--- config.mk ---
export PLATFORM = sky130hd
export DESIGN_NAME = imem_fetch_arbiter
export DESIGN_NICKNAME = d
export VERILOG_FILES = /design/src/rtl/imem_fetch_arbiter.sv
export SDC_FILE = /design/constraint.sdc
export NUM_CORES = 1
export LEC_CHECK = 0
export CAP_MARGIN = 20
export CORE_UTILIZATION = 35
export CTS_BUF_LIST = sky130_fd_sc_hd__clkbuf_4
export DETAILED_ROUTE_END_ITERATION = 10
export HOLD_SLACK_MARGIN = 0.06
export MAX_ROUTING_LAYER = met4
export PLACE_DENSITY = 0.72
export SYNTH_ARGS = -nofsm -noshare
export SYNTH_HDL_FRONTEND = slang
export SYNTH_SLANG_ARGS = --single-unit
--- constraint.sdc ---
create_clock -name clock -period 2.4 [get_ports clock]
set_clock_uncertainty 0.2 [all_clocks]
set_input_delay 0.36 -clock clock [delete_from_list [all_inputs] [get_ports clock]]
set_output_delay 0.36 -clock clock [all_outputs]
set_load 0.02 [all_outputs]
--- src/rtl/imem_fetch_arbiter.sv ---
// Round-robin two-port line fetch arbiter/sequencer for the instruction memory.
// Optional one-line buffer enabled by defining IMEM_LINE_BUFFER_EN.
module imem_fetch_arbiter #(
    parameter int unsigned LATENCY = 7
) (
    input  logic         clock,
    input  logic         resetN,
    input  logic         req0,
    input  logic [31:0]  addr0,
    input  logic         req1,
    input  logic [31:0]  addr1,
    output logic         ack0,
    output logic         ack1,
    output logic [127:0] rdata,
    output logic         busy,
    output logic [31:0]  memAddress,
    input  logic [127:0] memData
);

    typedef enum logic [1:0] {
        IDLE = 2'd0,
        WAIT = 2'd1,
        RESP = 2'd2
    } state_t;

    state_t      state;
    state_t      state_nxt;
    logic [3:0]  counter;
    logic [3:0]  counter_nxt;
    logic        winner;
    logic        last_grant;
    logic        pick;
    logic [27:0] pick_line;
    logic        start;
    logic        hit;
    logic        capture;
    logic        unused_low;

    assign unused_low = ^{addr0[3:0], addr1[3:0]};

    // On a tie the requester not granted last time wins.
    always_comb begin
        pick = req1;
        if (req0 && req1) begin
            pick = ~last_grant;
        end
    end

    assign pick_line = pick ? addr1[31:4] : addr0[31:4];
    assign start     = (state == IDLE) && (req0 || req1);
    assign capture   = (state == WAIT) && (counter == 4'd0);

`ifdef IMEM_LINE_BUFFER_EN
    logic [27:0] buf_tag;
    logic        buf_valid;

    assign hit = buf_valid && (buf_tag == pick_line);

    always_ff @(posedge clock or negedge resetN) begin
        if (!resetN) begin
            buf_tag   <= '0;
            buf_valid <= 1'b0;
        end else if (capture) begin
            buf_tag   <= memAddress[31:4];
            buf_valid <= 1'b1;
        end
    end
`else
    assign hit = 1'b0;
`endif

    always_comb begin
        state_nxt   = state;
        counter_nxt = counter;
        unique case (state)
            IDLE: begin
                if (req0 || req1) begin
                    if (hit) begin
                        state_nxt = RESP;
                    end else begin
                        state_nxt   = WAIT;
                        counter_nxt = 4'(LATENCY - 1);
                    end
                end
            end
            WAIT: begin
                if (counter == 4'd0) begin
                    state_nxt = RESP;
                end else begin
                    counter_nxt = counter - 4'd1;
                end
            end
            RESP: begin
                state_nxt = IDLE;
            end
            default: begin
                state_nxt   = IDLE;
                counter_nxt = 4'd0;
            end
        endcase
    end

    always_ff @(posedge clock or negedge resetN) begin
        if (!resetN) begin
            state   <= IDLE;
            counter <= 4'd0;
        end else begin
            state   <= state_nxt;
            counter <= counter_nxt;
        end
    end

    // memAddress only moves on a real memory fetch so a repeated
    // line does not restart settling in the memory.
    always_ff @(posedge clock or negedge resetN) begin
        if (!resetN) begin
            winner     <= 1'b0;
            last_grant <= 1'b1;
            memAddress <= '0;
        end else if (start) begin
            winner     <= pick;
            last_grant <= pick;
            if (!hit) begin
                memAddress <= {pick_line, 4'b0000};
            end
        end
    end

    always_ff @(posedge clock or negedge resetN) begin
        if (!resetN) begin
            rdata <= '0;
        end else if (capture) begin
            rdata <= memData;
        end
    end

    assign busy = (state != IDLE);
    assign ack0 = (state == RESP) && !winner;
    assign ack1 = (state == RESP) && winner;

endmodule
==> flow_summary_export.csv, run 1 <==
group,metric,value,unit
status,status,"completed",
finish,fill_cells,1664,
sta,finalMaxSlewViolations,0,
place,gp_congestion,0.8404,
sta,max_freq,441.6,MHz
place,port_buffers,346,
die,die_h,144.1,µm
pwr,design_power_total,15.30,mW
detailed_routing,first_iter_violations,224,
synth,synth-seq-cells,164,
place,place_inst,1073,
pwr,power_switching_share,36.55,%
min_path,hold_path.class,"input port to async pin",
synth,yosys_warnings,0,
pwr,p_comb_share,55.4,%
die,dieWidth,144.1,µm
worst_setup_path,arrival,2.52,ns
detailed_routing,avgRoutedWirePerCell,17.12,µm
finish,nets,1028,
finish,multi_input_area,2618,µm²
place,place_ws,0.1208,ns
synth,syn-cell-area,7066,µm²
global_routing,grt_pass1_wl,28.45,mm
synth,syn_avg_cell_area,14.87,µm²
worst_setup_path,worstPathMaxFanout,15,
clock_network,postCtsSetupBuffers,0,
pwr,p_sw,5.590,mW
worst_setup_path,criticalPathCategory,"flip-flop to flip-flop",
pwr,irDropWorstVdd,0.5317,mV
pwr,internal_power,9.706,mW
detailed_routing,viasPerCell,4.604,
die,floorplan.initialDensity,35.95,%
global_routing,overflow,0,
die,fp-row-count,51,
synth,syn_inst,475,
worst_setup_path,worstPathRequired,2.65,ns
synth,synth_top_cell_by_area,"dfrtp_1",
clock_network,clk_pin_slew_worst_paths,0.16,ns
global_routing,antenna_found_initial,0,
detailed_routing,ant_nets,0,
worst_setup_path,worstReg2RegStart,"counter[0]",
synth,ys_seq_area_share,58.10,%
synth,yosys-top-cells-area,"dfrtp_1, mux2_4, mux2_2",
finish,diodes,0,
clock_network,clock_path_buffers,2,
global_routing,grt_max_degree,65,
finish,area_growth,57.64,%
die,num_io_pins,359,
clock_network,cts.sinks,164,
sta,relSlewSlack,62.19,%
detailed_routing,wirelength,18.95,mm
sta,fin_crit,2.264,ns
worst_setup_path,rr_endpoint,"rdata[51]",
pwr,leakage,4.747,nW
die,die_area,20760,µm²
sta,post-route-period-util,94.35,%
detailed_routing,vias,5097,
pwr,p_clk_share,12.0,%
finish,drive_gt1_share,22.57,%
die,coreArea,19650,µm²
synth,dominantRegCellSynth,"dfrtp_1",
clock_network,h-tree-depth,4,
job,max_cap_viol_count,0,
sta,hold_violations,0,
synth,async_reset_ff_share,100.0,%
detailed_routing,drc_errors,0,
detailed_routing,first_pass_iters,5,
clock_network,numCtsBuffers,17,
place,hpwl,13.66,mm
finish,instances_no_fill,1107,
pwr,powerDensity,1373,nW/µm²
finish,final-seq-area,4105,µm²
worst_setup_path,reg2reg_depth,7,
clock_network,insertion_delay,0.54,ns
worst_setup_path,start_kind,"flip-flop",
sta,tightest_slew,0.5660,ns
clock_network,root_buffer,"clkbuf_4",
sta,finalSetupViolCount,0,
worst_setup_path,rrSetupSlack,0.14,ns
pwr,p_seq_share,32.5,%
sta,fin_tns_setup,0,ns
worst_setup_path,crit_path_end_kind,"flip-flop",
global_routing,grt_pass1_vias,5317,
clock_network,tritoncts,"done",
sta,rsz0062_at_grt,"no",
synth,synth_edf_count,0,
global_routing,grt_util_all_layers,18.69,%
synth,synth_top_area_share,57.73,%
synth,synth_cell_type_count,36,
sta,setup_slack,0.1356,ns
finish,final_util,56.67,%
-- sequential cells by signal (all words and copies together), names as in the netlist --
name,cells
rdata,128
memAddress,28
state,2
last_grant,1
counter,4
winner,1
-- worst max path at each step --
stage	startpoint	endpoint
2_1_floorplan	counter[0]	rdata[0]
3_3_place_gp	counter[0]	rdata[37]
3_5_place_dp	counter[0]	rdata[51]
4_1_cts	counter[0]	rdata[51]
5_1_grt	counter[0]	rdata[51]
6_report	counter[0]	rdata[51]
-- Yosys cell counts (2+ instances only) --
cell type and number:
dfrtp_1 163, mux2_4 100, nand2_1 57, mux2_2 30
a21oi_1 28, a31oi_1 28, buf_12 11, clkbuf_1 10
buf_2 7, buf_4 7, inv_1 4, a211o_1 2
ha_1 2, nor2_1 2, nor3b_1 2, o21ai_0 2
-- what timing repair did --
action / 4_1_cts / 5_1_grt
setup endpoints to repair: 3 / 0
hold buffers: 2 / 0
resized for setup: 3 / 0
endpoints found under the hold margin: 164 / 0
-- placed cells by master (no fill, tap or decap), drive strengths merged, types with 3 or more instances in the layout --
cell type and instances:
clkinvlp 3, a31oi 28, dfrtp 163, clkbuf 17
conb 4, nand2 57, a21oi 28, dlygate4sd2 3
buf 21, inv 11, bufinv 3, clkdlybuf4s50 342
nor2 3, mux2 130
-- through the flow --
stage,hold slack [ns],cell area (µm²)
2_1_floorplan,-0.1356,7077
3_3_place_gp,0.04603,10780
3_5_place_dp,0.04617,10780
4_1_cts,0.08229,11110
5_1_grt,0.07556,11140
6_report,0.1456,11140
-- critical path: stages (launching register included) --
cell	delay, ns
dfrtp_1	0.40
inv_1	0.12
ha_1	0.17
or3b_4	0.42
nor2_8	0.14
buf_12	0.19
buf_4	0.22
mux2_4	0.32
-- logic make-up (layout without fill, tap and decap cells) --
| logic type | count (synthesis) | in the layout | share of synthesized area, % |
|---|---|---|---|
| DFF | 164 | 164 | 58.10 |
| muxes | 130 | 130 | 26.03 |
| and+or+nand+nor | 71 | 71 | 4.587 |
| AOI/OAI and AO/OA | 67 | 67 | 5.649 |
| buffers and inverters | 39 | 403 | 5.100 |
| adders and majority gates | 2 | 2 | 0.3541 |
| other | 1 | 4 | 0.05307 |
| xor gates and xnor gates | 1 | 1 | 0.1240 |
-- area by class of cell --
class,count,area share (%)
Clock buffer,17,1.146
Clock inverter,14,1.707
Inverter,4,0.1348
Multi-Input combinational cell,275,23.50
Sequential cell,164,36.86
Tap cell,265,2.977
Timing Repair Buffer,368,33.68
-- power groups by stage --
stage	clock [mW]	combinational (mW)	sequential (mW)
after floorplan	0	3.31	6.60
after global placement	0	8.46	4.98
after detailed placement	0	8.54	5.03
after CTS	1.92	8.56	4.99
after global routing	2.04	8.95	5.16
final	1.84	8.48	4.98
-- per-layer routing --
layer  GRT usage [%]  vias to the layer above  part of all wire [%]
li1                -                     2371                     -
met1           21.84                     2498                    42
met2           30.46                      204                    49
met3           5.960                       24                   7.4
met4           5.991                        0                   1.8
met5               -                        -                     0
(Power assumes the default switching activity.)
==> inputs of run 2 (changes only) <==
Settings changed: CTS_CLUSTER_SIZE set to 28.
==> results of run 2 <==
The final DEF is identical to that of run 1; final timing and power are the same.
==> inputs of run 3 (changes only) <==
Settings changed: CORE_AREA set to 2 2 139 141, CORE_UTILIZATION 35 to not set, DIE_AREA set to 0 0 141 143, PLACE_DENSITY 0.72 to 0.77.
==> flow_summary_export.csv, run 3 (same netlist as run 1, synthesis figures left out) <==
group,metric,value,unit
finish,largest_register_ffs,128,
detailed_routing,first_pass_iters,4,
pwr,p_sw,5.579,mW
die,num_io_pins,359,
worst_setup_path,start_kind,"flip-flop",
pwr,irDropWorstVdd,0.6018,mV
worst_setup_path,criticalPathCategory,"flip-flop to flip-flop",
finish,fill_cells,1521,
detailed_routing,ant_nets,0,
global_routing,grt_util_all_layers,19.05,%
die,floorplan.initialDensity,38.03,%
finish,drive_gt1_share,23.20,%
finish,nets,1031,
finish,diodes,0,
detailed_routing,wirelength,18.71,mm
clock_network,insertion_delay,0.54,ns
worst_setup_path,cp_top_family,"simple AND/OR/NAND/NOR gates",
worst_setup_path,crit_path_end_kind,"flip-flop",
worst_setup_path,critical-path-slowest-cell,"or3b_4",
clock_network,clk_pin_slew_worst_paths,0.15,ns
clock_network,h-tree-depth,4,
pwr,p_seq_share,32.9,%
detailed_routing,first_iter_violations,263,
worst_setup_path,rrSetupSlack,0.17,ns
place,port_buffers,346,
finish,instances_no_fill,1079,
die,coreArea,18580,µm²
pwr,p_comb_share,56.8,%
clock_network,tritoncts,"done",
detailed_routing,vias,5201,
global_routing,antenna_found_initial,0,
job,max_cap_viol_count,0,
global_routing,grt_pass1_wl,29.10,mm
detailed_routing,drc_errors,0,
die,die_area,20160,µm²
place,hpwl,14.02,mm
sta,max_freq,447.6,MHz
pwr,powerDensity,1365,nW/µm²
place,place_inst,1047,
place,gp_congestion,0.8441,
pwr,internal_power,9.574,mW
sta,rsz0062_at_grt,"no",
worst_setup_path,cpMostUsedCell,"buf_12",
pwr,power_switching_share,36.82,%
worst_setup_path,reg2reg_depth,7,
sta,relSlewSlack,60.86,%
worst_setup_path,crit_chain,"inv_1 -> ha_1 -> or3b_4 -> nor2_8 -> buf_12 -> buf_12 -> mux2_4",
sta,hold_violations,0,
detailed_routing,viasPerCell,4.820,
finish,regMostFlops,"rdata",
sta,tightest_slew,0.5858,ns
die,die_h,143,µm
worst_setup_path,worstPathMaxFanout,19,
worst_setup_path,max_stage_delay,0.41,ns
pwr,leakage,4.731,nW
worst_setup_path,worstReg2RegStart,"counter[0]",
global_routing,overflow,0,
clock_network,root_buffer,"clkbuf_4",
finish,mostFrequentLayoutCell,"clkdlybuf4s50_1",
global_routing,grt_max_degree,52,
sta,finalMaxSlewViolations,0,
sta,fin_crit,2.234,ns
finish,final_cell_mix,"clkdlybuf4s50_1, dfrtp_1, mux2_4, nand2_1, mux2_2",
clock_network,clock_path_buffers,2,
sta,post-route-period-util,93.10,%
detailed_routing,avgRoutedWirePerCell,17.34,µm
sta,fin_tns_setup,0,ns
clock_network,numCtsBuffers,17,
worst_setup_path,crit_path_start,"counter[0]",
finish,area_growth,57.06,%
global_routing,grt_pass1_vias,5475,
clock_network,cts.sinks,164,
sta,finalSetupViolCount,0,
min_path,hold_path.class,"input port to async pin",
worst_setup_path,arrival,2.46,ns
worst_setup_path,path_buf_inv,3,
pwr,p_clk_share,10.3,%
pwr,design_power_total,15.15,mW
worst_setup_path,worstPathRequired,2.62,ns
status,status,"completed",
die,dieWidth,141,µm
finish,top_regs,"rdata (128), memAddress (28), counter (4)",
die,fp-row-count,50,
worst_setup_path,rr_endpoint,"rdata[52]",
run 3: cell types whose count changed in the layout (fill, tap and decap cells not counted), moves of 2 or more:
cell,delta
inv_8,-2
clkinv_4,+2
dfrtp_2,+2
dfrtp_1,-2
buf_12,+4
bufinv_16,-2
clkinvlp_4,+2
inv_6,-2
run 3: area by class of cell:
class / count / area, µm² / share of cell area (%)
flip-flops and latches: 164 / 4108 / 37.02
repair buffers: 371 / 3801 / 34.25
multi-input cells: 275 / 2618 / 23.59
well taps: 234 / 292.8 / 2.638
clock buffers: 18 / 135.1 / 1.218
clock inverters: 13 / 127.6 / 1.150
inverters: 4 / 15.01 / 0.1353
run 3: how the worst max path moves through the flow:
stage | slack, ns | cells past startpoint | to
floorplan | 0.32 | 7 | rdata[0]
global placement | 0.18 | 7 | rdata[13]
detailed placement | 0.15 | 7 | rdata[56]
CTS | 0.13 | 3 | ack1
global route | 0.05 | 7 | rdata[52]
finish | 0.17 | 7 | rdata[52]
run 3: metal layers:
layer / up-vias / GRT usage [%] / wire [µm]
met3: 37 / 4.561 / 1150
met1: 2565 / 23.41 / 7956
met4: 0 / 7.368 / 506
li1: 2373 / - / -
met2: 226 / 30.65 / 9096
met5: - / - / 0
run 3: power by group through the flow:
stage | clock [mW] | sequential, mW | combinational, mW
floorplan | 0 | 6.60 | 3.31
global placement | 0 | 4.99 | 8.53
detailed placement | 0 | 5.04 | 8.65
CTS | 1.62 | 5.00 | 8.68
global route | 1.75 | 5.17 | 9.03
finish | 1.57 | 4.99 | 8.60
run 3: per-stage QoR:
| stage | util, % | setup WS, ns | area (µm²) | hold WS (ns) |
|---|---|---|---|---|
| final | 59.72 | 0.1656 | 11100 | 0.1164 |
| after global routing | 59.72 | 0.05342 | 11100 | 0.09252 |
| after CTS | 59.72 | 0.1252 | 11100 | 0.09517 |
| after detailed placement | 58.26 | 0.1533 | 10830 | 0.1580 |
| after global placement | 58.26 | 0.1830 | 10830 | 0.1528 |
| after floorplan | - | 0.3240 | 7077 | -0.1356 |
run 3: timing repair:
action / CTS / global route
hold buffers: 1 / 0
hold endpoints to repair: 163 / 0
resized for setup: 5 / 0
endpoints found under the setup margin: 3 / 0
buffers inserted: 0 / 0
